### src/rtl/bt_pkg.sv
// Shared widths, depth and word types for the burst register-file memory.
package bt_pkg;

  localparam int ADDR_WIDTH = 5;
  localparam int DATA_WIDTH = 8;
  localparam int STRIDE_LEN = 8;
  localparam int BURST_LEN  = 4;
  localparam int DEPTH      = 2 ** ADDR_WIDTH;
  localparam int BEAT_WIDTH = $clog2(BURST_LEN);

  typedef logic [ADDR_WIDTH-1:0] addr_t;
  typedef logic [DATA_WIDTH-1:0] data_t;
  typedef logic [STRIDE_LEN-1:0] stride_t;
  typedef logic [BEAT_WIDTH-1:0] beat_t;

  // Beat index at which an over-long burst wraps its address back to zero.
  localparam beat_t BEAT_LAST = beat_t'(BURST_LEN - 1);

endpackage

### src/rtl/burst_addr_gen.sv
// Burst address generator: picks addr_top or last address plus stride each cycle.
// Defining BURST_ASSERT_EN adds overrun and wrap-address assertions.
module burst_addr_gen
  import bt_pkg::*;
(
  input  logic                  clk,
  input  logic                  rst,
  input  logic                  burst_en,
  input  logic [ADDR_WIDTH-1:0] addr_top,
  input  logic [STRIDE_LEN-1:0] stride,
  output logic [ADDR_WIDTH-1:0] eff_addr
);

  logic  burst_q;
  addr_t last_addr;
  beat_t beat;
  beat_t beat_next;

  // Only the low address bits of the stride matter since addresses wrap modulo DEPTH.
  logic  unused_stride_hi;
  assign unused_stride_hi = ^stride[STRIDE_LEN-1:ADDR_WIDTH];

  always_comb begin
    eff_addr  = addr_top;
    beat_next = '0;
    if (burst_en && burst_q) begin
      if (beat == BEAT_LAST) begin
        eff_addr = '0;
      end else begin
        eff_addr  = last_addr + stride[ADDR_WIDTH-1:0];
        beat_next = beat + 1'b1;
      end
    end
  end

  always_ff @(posedge clk or posedge rst) begin
    if (rst) begin
      burst_q   <= 1'b0;
      last_addr <= '0;
      beat      <= '0;
    end else begin
      burst_q   <= burst_en;
      last_addr <= eff_addr;
      beat      <= beat_next;
    end
  end

`ifdef BURST_ASSERT_EN
  logic wrap;
  assign wrap = burst_en && burst_q && (beat == BEAT_LAST);

  overrun_a: assert property (@(posedge clk) disable iff (rst) !wrap)
    else $error("burst overrun");

  wrap_addr_a: assert property (@(posedge clk) disable iff (rst) wrap |-> (eff_addr == '0))
    else $error("burst wrap address not zero");
`endif

endmodule

### src/rtl/burst_txn_top.sv
// Single-port register-file memory fed by the burst address generator.
// Optional assertions are enabled with BURST_ASSERT_EN (see burst_addr_gen).
module burst_txn_top
  import bt_pkg::*;
(
  input  logic                  clk,
  input  logic                  rst,
  input  logic                  burst_en,
  input  logic [ADDR_WIDTH-1:0] addr_top,
  input  logic [STRIDE_LEN-1:0] stride,
  input  logic                  wren,
  input  logic                  rden,
  input  logic [DATA_WIDTH-1:0] wr_data,
  output logic [DATA_WIDTH-1:0] rd_data
);

  addr_t eff_addr;
  data_t mem [DEPTH];

  burst_addr_gen u_addr_gen (
    .clk      (clk),
    .rst      (rst),
    .burst_en (burst_en),
    .addr_top (addr_top),
    .stride   (stride),
    .eff_addr (eff_addr)
  );

  always_ff @(posedge clk or posedge rst) begin
    if (rst) begin
      for (int i = 0; i < DEPTH; i++) begin
        mem[i] <= '0;
      end
    end else if (wren) begin
      mem[eff_addr] <= wr_data;
    end
  end

  // A simultaneous write takes priority, so the read port simply holds.
  always_ff @(posedge clk or posedge rst) begin
    if (rst) begin
      rd_data <= '0;
    end else if (rden && !wren) begin
      rd_data <= mem[eff_addr];
    end
  end

endmodule

### config.mk
export PLATFORM = sky130hd
export DESIGN_NAME = burst_txn_top
export DESIGN_NICKNAME = d
export VERILOG_FILES = /design/src/rtl/bt_pkg.sv /design/src/rtl/burst_addr_gen.sv /design/src/rtl/burst_txn_top.sv
export SDC_FILE = /design/constraint.sdc
export NUM_CORES = 1
export LEC_CHECK = 0
export CAP_MARGIN = 0
export CORE_ASPECT_RATIO = 1.25
export CORE_UTILIZATION = 58
export CTS_BUF_LIST = sky130_fd_sc_hd__clkbuf_8
export CTS_CLUSTER_SIZE = 24
export DETAILED_ROUTE_END_ITERATION = 16
export GPL_ROUTABILITY_DRIVEN = 0
export GPL_TIMING_DRIVEN = 1
export PLACE_DENSITY = 0.88
export SETUP_SLACK_MARGIN = 0.15
export SYNTH_ARGS = -nofsm -noshare
export SYNTH_HDL_FRONTEND = slang
export SYNTH_SLANG_ARGS = --single-unit
### constraint.sdc
create_clock -name clk -period 9.17 [get_ports clk]
set_input_delay 1.834 -clock clk [delete_from_list [all_inputs] [get_ports clk]]
set_output_delay 1.834 -clock clk [all_outputs]
set_load 0.1 [all_outputs]
==> Yosys cells after proc, flatten, opt, wreduce, memory -nomap -nowiden <==
Index checks and enable logic that the tools add are counted.
{ "word_totals": {"reg_bits": 272, "input_bits": 26, "out_inout_bits": 8, "elab_cells": 56} }
{ "classes": {"n_addsub": 2, "n_lt_le_gt_ge": 2, "eq_ne": 1, "mux": 10, "bitwise": 1, "n_reduce_logical": 4} }
{ "op_table": {"columns": ["cell", "count"], "rows": [
  ["$bwmux 256", 1],
  ["$bmux 8 s5", 1],
  ["$demux 8 s5", 1],
  ["$mux 8", 3],
  ["$mux 5", 2],
  ["$ge 6x6->1 const B", 1],
  ["$lt 6x1->1 const B", 1],
  ["$not 5->6", 1],
  ["$add 5x5->5", 1],
  ["$mux 2", 2],
  ["$logic_and 1x1->1", 3],
  ["$add 2x1->2 const B", 1],
  ["$eq 2x2->1 const B", 1],
  ["$logic_not 1->1", 1]
]} }

==> Depth between registers and ports, before layout <==
Gate-level depths: netlist of the first run.
{ "depth": {"ltp_word": 9, "mapped_depth": 12, "ltp_nobuf": 11} }

==> Hierarchy <==
From an unflattened synthesis of the first run, not the netlist that was laid out.
{ "hier_totals": {"cells_unflattened": 885, "area_unflattened_um2": 12747.2} }
{ "modules_own_cells": {"columns": ["module", "instances", "cells_each", "area_each_um2", "seq_area_each_um2"], "rows": [
  ["burst_txn_top", 1, 840, 12279.3, 6606.3],
  ["burst_addr_gen", 1, 45, 467.9, 200.2]
]} }

==> Worst setup path after synthesis of the first run <==
No wires, ideal clock.
{ "synth_timing": {"kind": "input -> register", "start": "input port stride[0]", "end": "register mem[128] (netlist name)", "arrival_ns": 3.969, "required_time_ns": 9.045, "slack_ns": 5.077, "path_stages": 11, "cell_sequence": "ha_1 -> inv_1 -> fa_1 -> nor2b_1 -> o21ai_0 -> and3_1 -> nor3_2 -> nor3_4 -> buf_2 -> nand2_1 -> mux2_2"} }
{ "synth_between": {"elab_chain_cells": 9} }
{ "synth_rtl": {"columns": ["element", "line_no", "text"], "rows": [
  ["from (decl)", "burst_txn_top.sv:10", "input logic [STRIDE_LEN-1:0] stride,"],
  ["$add 5x5->5 *", "burst_addr_gen.sv:30", "eff_addr = last_addr + stride[ADDR_WIDTH-1:0];"],
  ["$mux 5 *", "burst_addr_gen.sv:27", "if (beat == BEAT_LAST) begin"],
  ["$mux 5 *", "burst_addr_gen.sv:26", "if (burst_en && burst_q) begin"],
  ["$not 5->6 (not written as such) *", "burst_txn_top.sv:35", "mem[eff_addr] <= wr_data;"],
  ["$ge 6x6->1 (not written as such) / $lt 6x1->1 (equally long branches)", "burst_txn_top.sv:35", null],
  ["$logic_and 1x1->1 (not written as such)", "burst_txn_top.sv:35", null],
  ["$mux 8 (not written as such)", "burst_txn_top.sv:35", null],
  ["$demux 8 s5 *", "burst_txn_top.sv:35", null],
  ["$bwmux 256 *", "burst_txn_top.sv:35", null],
  ["to (signal, indexed assignment)", "burst_txn_top.sv:35", null],
  ["to (decl)", "burst_txn_top.sv:18", "data_t mem [DEPTH];"]
]} }
Every way passes the cells marked *; elsewhere a longest branch is shown, timed or not.
A chain may end at the register's enable or synchronous reset.

==> Worst setup path in the final report of the first run <==
{ "layout_timing": {"start": "input port stride[0]", "end": "register mem[226] (netlist name)"} }
Same word-level chain as after synthesis.

==> metrics, run 1 <==
post-cts resize count 0; die span in y 167.5 um; final hold violation count 0; element type at the critical path end register; clock transition at the registers of the reported paths 60 ps; post-synthesis mux area share 0.2634; result of the run finished clean; per-cell routed wire length 22.37 um; grt ovf 0; area share of and/or/nand/nor cells after synthesis 0.09749; Final Cycle Share 0.6440; count of warnings emitted by yosys 0; Post-Syn Nets 1,072; type of the most critical hold path reg2reg; post-synthesis to final-layout area growth 10.49%; pin count of the biggest net entering global routing around 210; Post-Syn Area per Cell 12.22 um^2; remaining routing DRC violations 0; unrepaired setup endpoints after global routing no; endpoint arrival time on the critical path 6320 ps; most instantiated flip-flop cell in the synthesis netlist dfrtp_1; overall track demand over capacity in global routing 0.2839; area leader, netlist dfrtp_1; CTS tree yes; share of post-route cells with drive strength above 1 0.3205; final-stage net count between 1k and 1.5k; fraction of synthesized cell area in xor and xnor cells 0.001379; highest clock frequency the design can meet ~170 MHz; Post-Syn Area ~13,000 um^2; post-DP HPWL 18,580 um; transition time at the pin with the least slew margin 1301 ps; part of the Yosys area used for sequential elements 0.5357; number of I/O port buffers 30; setup violation total in the final timing report 0; Routed Wire Length 30,670 um; most instantiated cells after synthesis 272 x dfrtp_1, 249 x mux2_2, 183 x nand2_1; largest family of logic cells by synthesized area multiplexers; compound-gate portion of the synthesized area 0.07011; maximum level of the CTS H-tree 2; total setup buffers inserted after CTS 0; Avg Vias per Cell 6.433; Rows 60; library cells used by synthesis 54; via count of the routed design 8,819; width of the die 134.4 um; post-synthesis sequential element count 272; Worst Setup Path Type in2reg; largest fanout of any net on the critical path 46; area share of fa/ha/maj cells after synthesis 0.006499; count of flip-flops with a built-in enable after synthesis 0; post-route minimum period 5906 ps; area of the core 21,470 um^2; number of global-route vias before repair ~9k; most instantiated library cell after synthesis dfrtp_1; top-level I/O count 34; router iterations before antenna repair 5; effective utilization at floorplan 0.5918; CTS sink count 272; Final Total Pwr 3.809 mW; Max rail drop VDD roughly 0.11 mV; max-slew violation total from the final report 0; clock buffer count from CTS 41; Leakage approximately 6.5 nW; setup total negative slack 0 ps; residual antenna-violating net count after detailed routing 0; crit path launch type input port; maximum root-to-sink buffer count 3; number of hold buffers added after cts 0; worst relative slew slack 0.1301; placement-stage cell area 13,200 um^2; Pwr per Cell Area 271.3 nW/um^2; root buf cell clkbuf_8; smallest hold slack between 400 and 500 ps; total non-filler cell area in the finished layout 14,040 um^2; initial antenna violation count 0; leading post-synthesis cells by cell area dfrtp_1 54%, mux2_2 22%, nand2_1 5.4%; max-capacitance violation count 0; number of standard cells after synthesis between 1k and 1.5k; Die Area 22,510 um^2; global-route wire length before repair 49,440 um; area share of the largest cell type after synthesis 0.5357; drt initial violations 844; clock latency on the worst-skew pair about 550 ps; Antenna Cells 0; required time of the critical path 9580 ps; asr flop ratio synth 1.000; Fin Clk Skew 19.89 ps
critical path, stage by stage:
cell             delay (ps)
clkdlybuf4s50_1         410
ha_1                    310
nand4b_1                500
and2_4                  500
buf_4                   340
inv_2                   110
buf_4                   480
nand2_1                 240
nor3_1                  600
nand2_1                 490
mux2_2                  420
cells by family (layout without fill, tap and decap cells):
kind of cell,after synthesis,in the layout
AO/OA/AOI/OAI,109,109
XOR/XNOR,2,2
adder cells (fa/ha/maj),6,6
buffers and inverters,77,129
flip-flops,272,272
multiplexers,301,301
AND/OR/NAND/NOR,273,273
layout make-up:
cell class | count | area [um^2]
sequential | 272 | 6807
fill | 1540 | 7432
multi-input combinational | 691 | 5579
clock buffer | 55 | 757.0
tap | 279 | 349.1
inverter | 10 | 41.29
timing repair buffer | 45 | 425.4
clock inverter | 19 | 80.08
placed cells by master (no fill, tap or decap), types with 6 or more instances in the layout:
cell             instances
and3_1                  25
a311oi_1                15
buf_4                   14
nand3_1                 13
mux2i_1                 43
a32oi_1                 28
mux2_2                 249
clkdlybuf4s50_1         30
a31oi_1                 12
a211oi_1                10
mux2_1                   8
inv_1                   20
dfrtp_1                272
nand4_1                  6
nand2_1                183
nor2_1                  18
clkbuf_8                55
stage by stage:
stage / utilization / worst slack, ps / cells
floorplan: - / 3741 / 1040
global placement: 0.6149 / 3023 / 1297
detailed placement: 0.6149 / 2955 / 1297
CTS: 0.6538 / 3477 / 1371
global route: 0.6538 / 3232 / 1371
finish: 0.6538 / 3264 / 1371
state kept, by name (all words and copies together), names as in the netlist:
register,flops
mem,256
rd_data,8
u_addr_gen.last_addr,5
u_addr_gen.beat,2
u_addr_gen.burst_q,1
final timing paths:
kind                            depth (start not counted)  slack (ps)                from                 end
worst max-delay path                                   11        3260           stride[0]            mem[226]
worst min-delay path                                    1         430  u_addr_gen.beat[0]  u_addr_gen.beat[0]
worst max register to register                         10        4560  u_addr_gen.beat[0]            mem[226]
worst min register to register                          1         430  u_addr_gen.beat[0]  u_addr_gen.beat[0]
max in group asynchronous                               4        5620                 rst             mem[78]
min in group asynchronous                               3        1900                 rst             mem[56]
per-layer routing:
metal | vias up | global-route usage | wire length, um
met1 | 4569 | 0.3647 | 12160
met5 | - | 0 | 0
met3 | 84 | 0.03966 | 1764
li1 | 3823 | - | -
met4 | 0 | 0.1319 | 1061
met2 | 343 | 0.4762 | 15680
power breakdown:
part,total [mW],internal [mW],switching (mW)
clock network,0.992,0.535,0.458
logic,0.959,0.479,0.480
registers,1.86,1.63,0.226
total,3.81,2.65,1.16
Power figures use the tool's default switching activity.
==> run 2: changes to the inputs <==
--- a/config.mk
+++ b/config.mk
@@ -7,13 +7,13 @@
 export LEC_CHECK = 0
 export CAP_MARGIN = 0
 export CORE_ASPECT_RATIO = 1.25
-export CORE_UTILIZATION = 58
+export CORE_UTILIZATION = 60
 export CTS_BUF_LIST = sky130_fd_sc_hd__clkbuf_8
 export CTS_CLUSTER_SIZE = 24
 export DETAILED_ROUTE_END_ITERATION = 16
 export GPL_ROUTABILITY_DRIVEN = 0
 export GPL_TIMING_DRIVEN = 1
-export PLACE_DENSITY = 0.88
+export PLACE_DENSITY = 0.87
 export SETUP_SLACK_MARGIN = 0.15
 export SYNTH_ARGS = -nofsm -noshare
 export SYNTH_HDL_FRONTEND = slang
==> constraint.sdc (replaced) <==
create_clock -name clk -period 5.7 [get_ports clk]
set_input_delay 1.14 -clock clk [delete_from_list [all_inputs] [get_ports clk]]
set_output_delay 1.14 -clock clk [all_outputs]
set_load 0.1 [all_outputs]
==> metrics, run 2 (synthesis results as in run 1) <==
area taken by multi-input logic gates 5579 um^2; clock buffer count from CTS 41; clock transition at the registers of the reported paths 60 ps; Worst Setup Path Type in2reg; Die Area ~22,000 um^2; most frequent cells in the layout 272 x dfrtp_1, 249 x mux2_2, 183 x nand2_1; area of the core 20,820 um^2; Routed Wire Length 32,160 um; Rows 59; die span in y 164.7 um; Pint 4.199 mW; CTS sink count between 200 and 300; post-cts resize count 0; Pwr per Cell Area 432.3 nW/um^2; highest clock frequency the design can meet 230.2 MHz; Final Cycle Share 0.7622; via count of the routed design 8,905; Post-Place Setup Slack 959.4 ps; top-level I/O count 34; max reg flops 256; result of the run finished clean; global-route wire length before repair 51,030 um; required time of the critical path 6110 ps; number of I/O port buffers 30; number of global-route vias before repair 9,424; combined flip-flop and latch cell area 6807 um^2; Final Worst Setup Slack 1355 ps; final-stage net count 1,107; clock network fraction of total power 0.248; post-route minimum period between 4000 and 5000 ps; width of the die ~130 um; number of hold buffers added after cts 0; Fin Clk Skew approximately 30 ps; part of the power in registers 0.491; remaining routing DRC violations 0; drt initial violations 834; setup total negative slack 0 ps; max-slew violation total from the final report 0; largest registers mem: 256 flops, rd_data: 8 flops, u_addr_gen.last_addr: 5 flops; per-cell routed wire length between 20 and 25 um; residual antenna-violating net count after detailed routing 0; maximum level of the CTS H-tree 2; Net Sw Frac 0.3111; sw power 1.896 mW; relative contribution of combinational cells to total power 0.260; filler instances around 1.4k; unrepaired setup endpoints after global routing no; CTS tree yes; grt ovf 0; element type at the critical path end register; Avg Vias per Cell 6.486; post-DP HPWL a little over 20,000 um; root buf cell clkbuf_8; worst relative slew slack 0.1609; most common library cell in the layout ignoring fill and taps dfrtp_1; router iterations before antenna repair 5; total setup buffers inserted after CTS 0; crit path launch type input port; max-capacitance violation count 0; effective utilization at floorplan 0.6103; endpoint arrival time on the critical path 4760 ps; setup violation total in the final timing report 0; largest fanout of any net on the critical path 29; initial antenna violation count 0; post-synthesis to final-layout area growth 10.95%; Antenna Cells 0; transition time at the pin with the least slew margin 1255 ps; pin count of the biggest net entering global routing 104; Leakage 6.506 nW; Max rail drop VDD 0.1976 mV; type of the most critical hold path reg2reg; maximum root-to-sink buffer count 3; register ranked first by flip-flop count mem; overall track demand over capacity in global routing 0.3074; clock latency on the worst-skew pair 560 ps; share of post-route cells with drive strength above 1 0.3258; final hold violation count 0
==> run 2: layer usage <==
layer	share of wire	vias to the layer above	wire length (um)	global-route usage
met5	0	-	0	0
met4	0.056	0	1788	0.1934
met3	0.065	118	2080	0.05218
met2	0.50	418	16060	0.5192
met1	0.38	4544	12240	0.3698
li1	-	3825	-	-
==> run 2: power by group through the flow <==
stage	clock network, mW	registers [mW]	logic, mW
detailed placement	0	3.00	1.57
floorplan	0	2.99	1.11
finish	1.51	2.99	1.59
global placement	0	2.94	1.49
global route	1.61	3.07	1.71
CTS	1.53	2.98	1.59
==> run 2: worst paths after layout <==
check	from	end	slack (ps)	cells after the start
worst min register to register	u_addr_gen.beat[0]	u_addr_gen.beat[0]	450	1
worst max-delay path	stride[0]	mem[163]	1360	10
worst max register to register	u_addr_gen.beat[0]	mem[163]	1940	9
worst min-delay path	u_addr_gen.beat[0]	u_addr_gen.beat[0]	450	1
max in group asynchronous	rst	mem[134]	3780	3
min in group asynchronous	rst	mem[35]	920	2
==> run 2: per-stage QoR <==
| stage | utilization | cells | hold WS (ps) | instance area [um^2] | power, mW |
|---|---|---|---|---|---|
| final | 0.6772 | 1373 | 449.5 | 14100 | 6.095 |
| after global routing | 0.6772 | 1373 | 483.7 | 14100 | 6.385 |
| after CTS | 0.6772 | 1373 | 455.8 | 14100 | 6.091 |
| after detailed placement | 0.6407 | 1306 | 448.0 | 13340 | 4.573 |
| after global placement | 0.6407 | 1306 | 420.2 | 13340 | 4.427 |
| after floorplan | - | 1040 | 409.9 | 12710 | 4.105 |
==> run 2: final cells by class <==
class | instances | share of cell area
Timing Repair Buffer | 59 | 0.04029
Tap cell | 274 | 0.02432
Clock inverter | 17 | 0.005059
Clock buffer | 50 | 0.04882
Inverter | 10 | 0.002929
Multi-Input combinational cell | 691 | 0.3958
Sequential cell | 272 | 0.4828
==> run 2: worst max-delay path, cell delays in order <==
cell and delay [ps]:
clkdlybuf4s50_1 410, ha_1 310, nand4b_1 90, buf_4 190, and2_4 270, inv_2 520, nand2_1 250, nor3_1 650
nand2_1 490, mux2_2 420
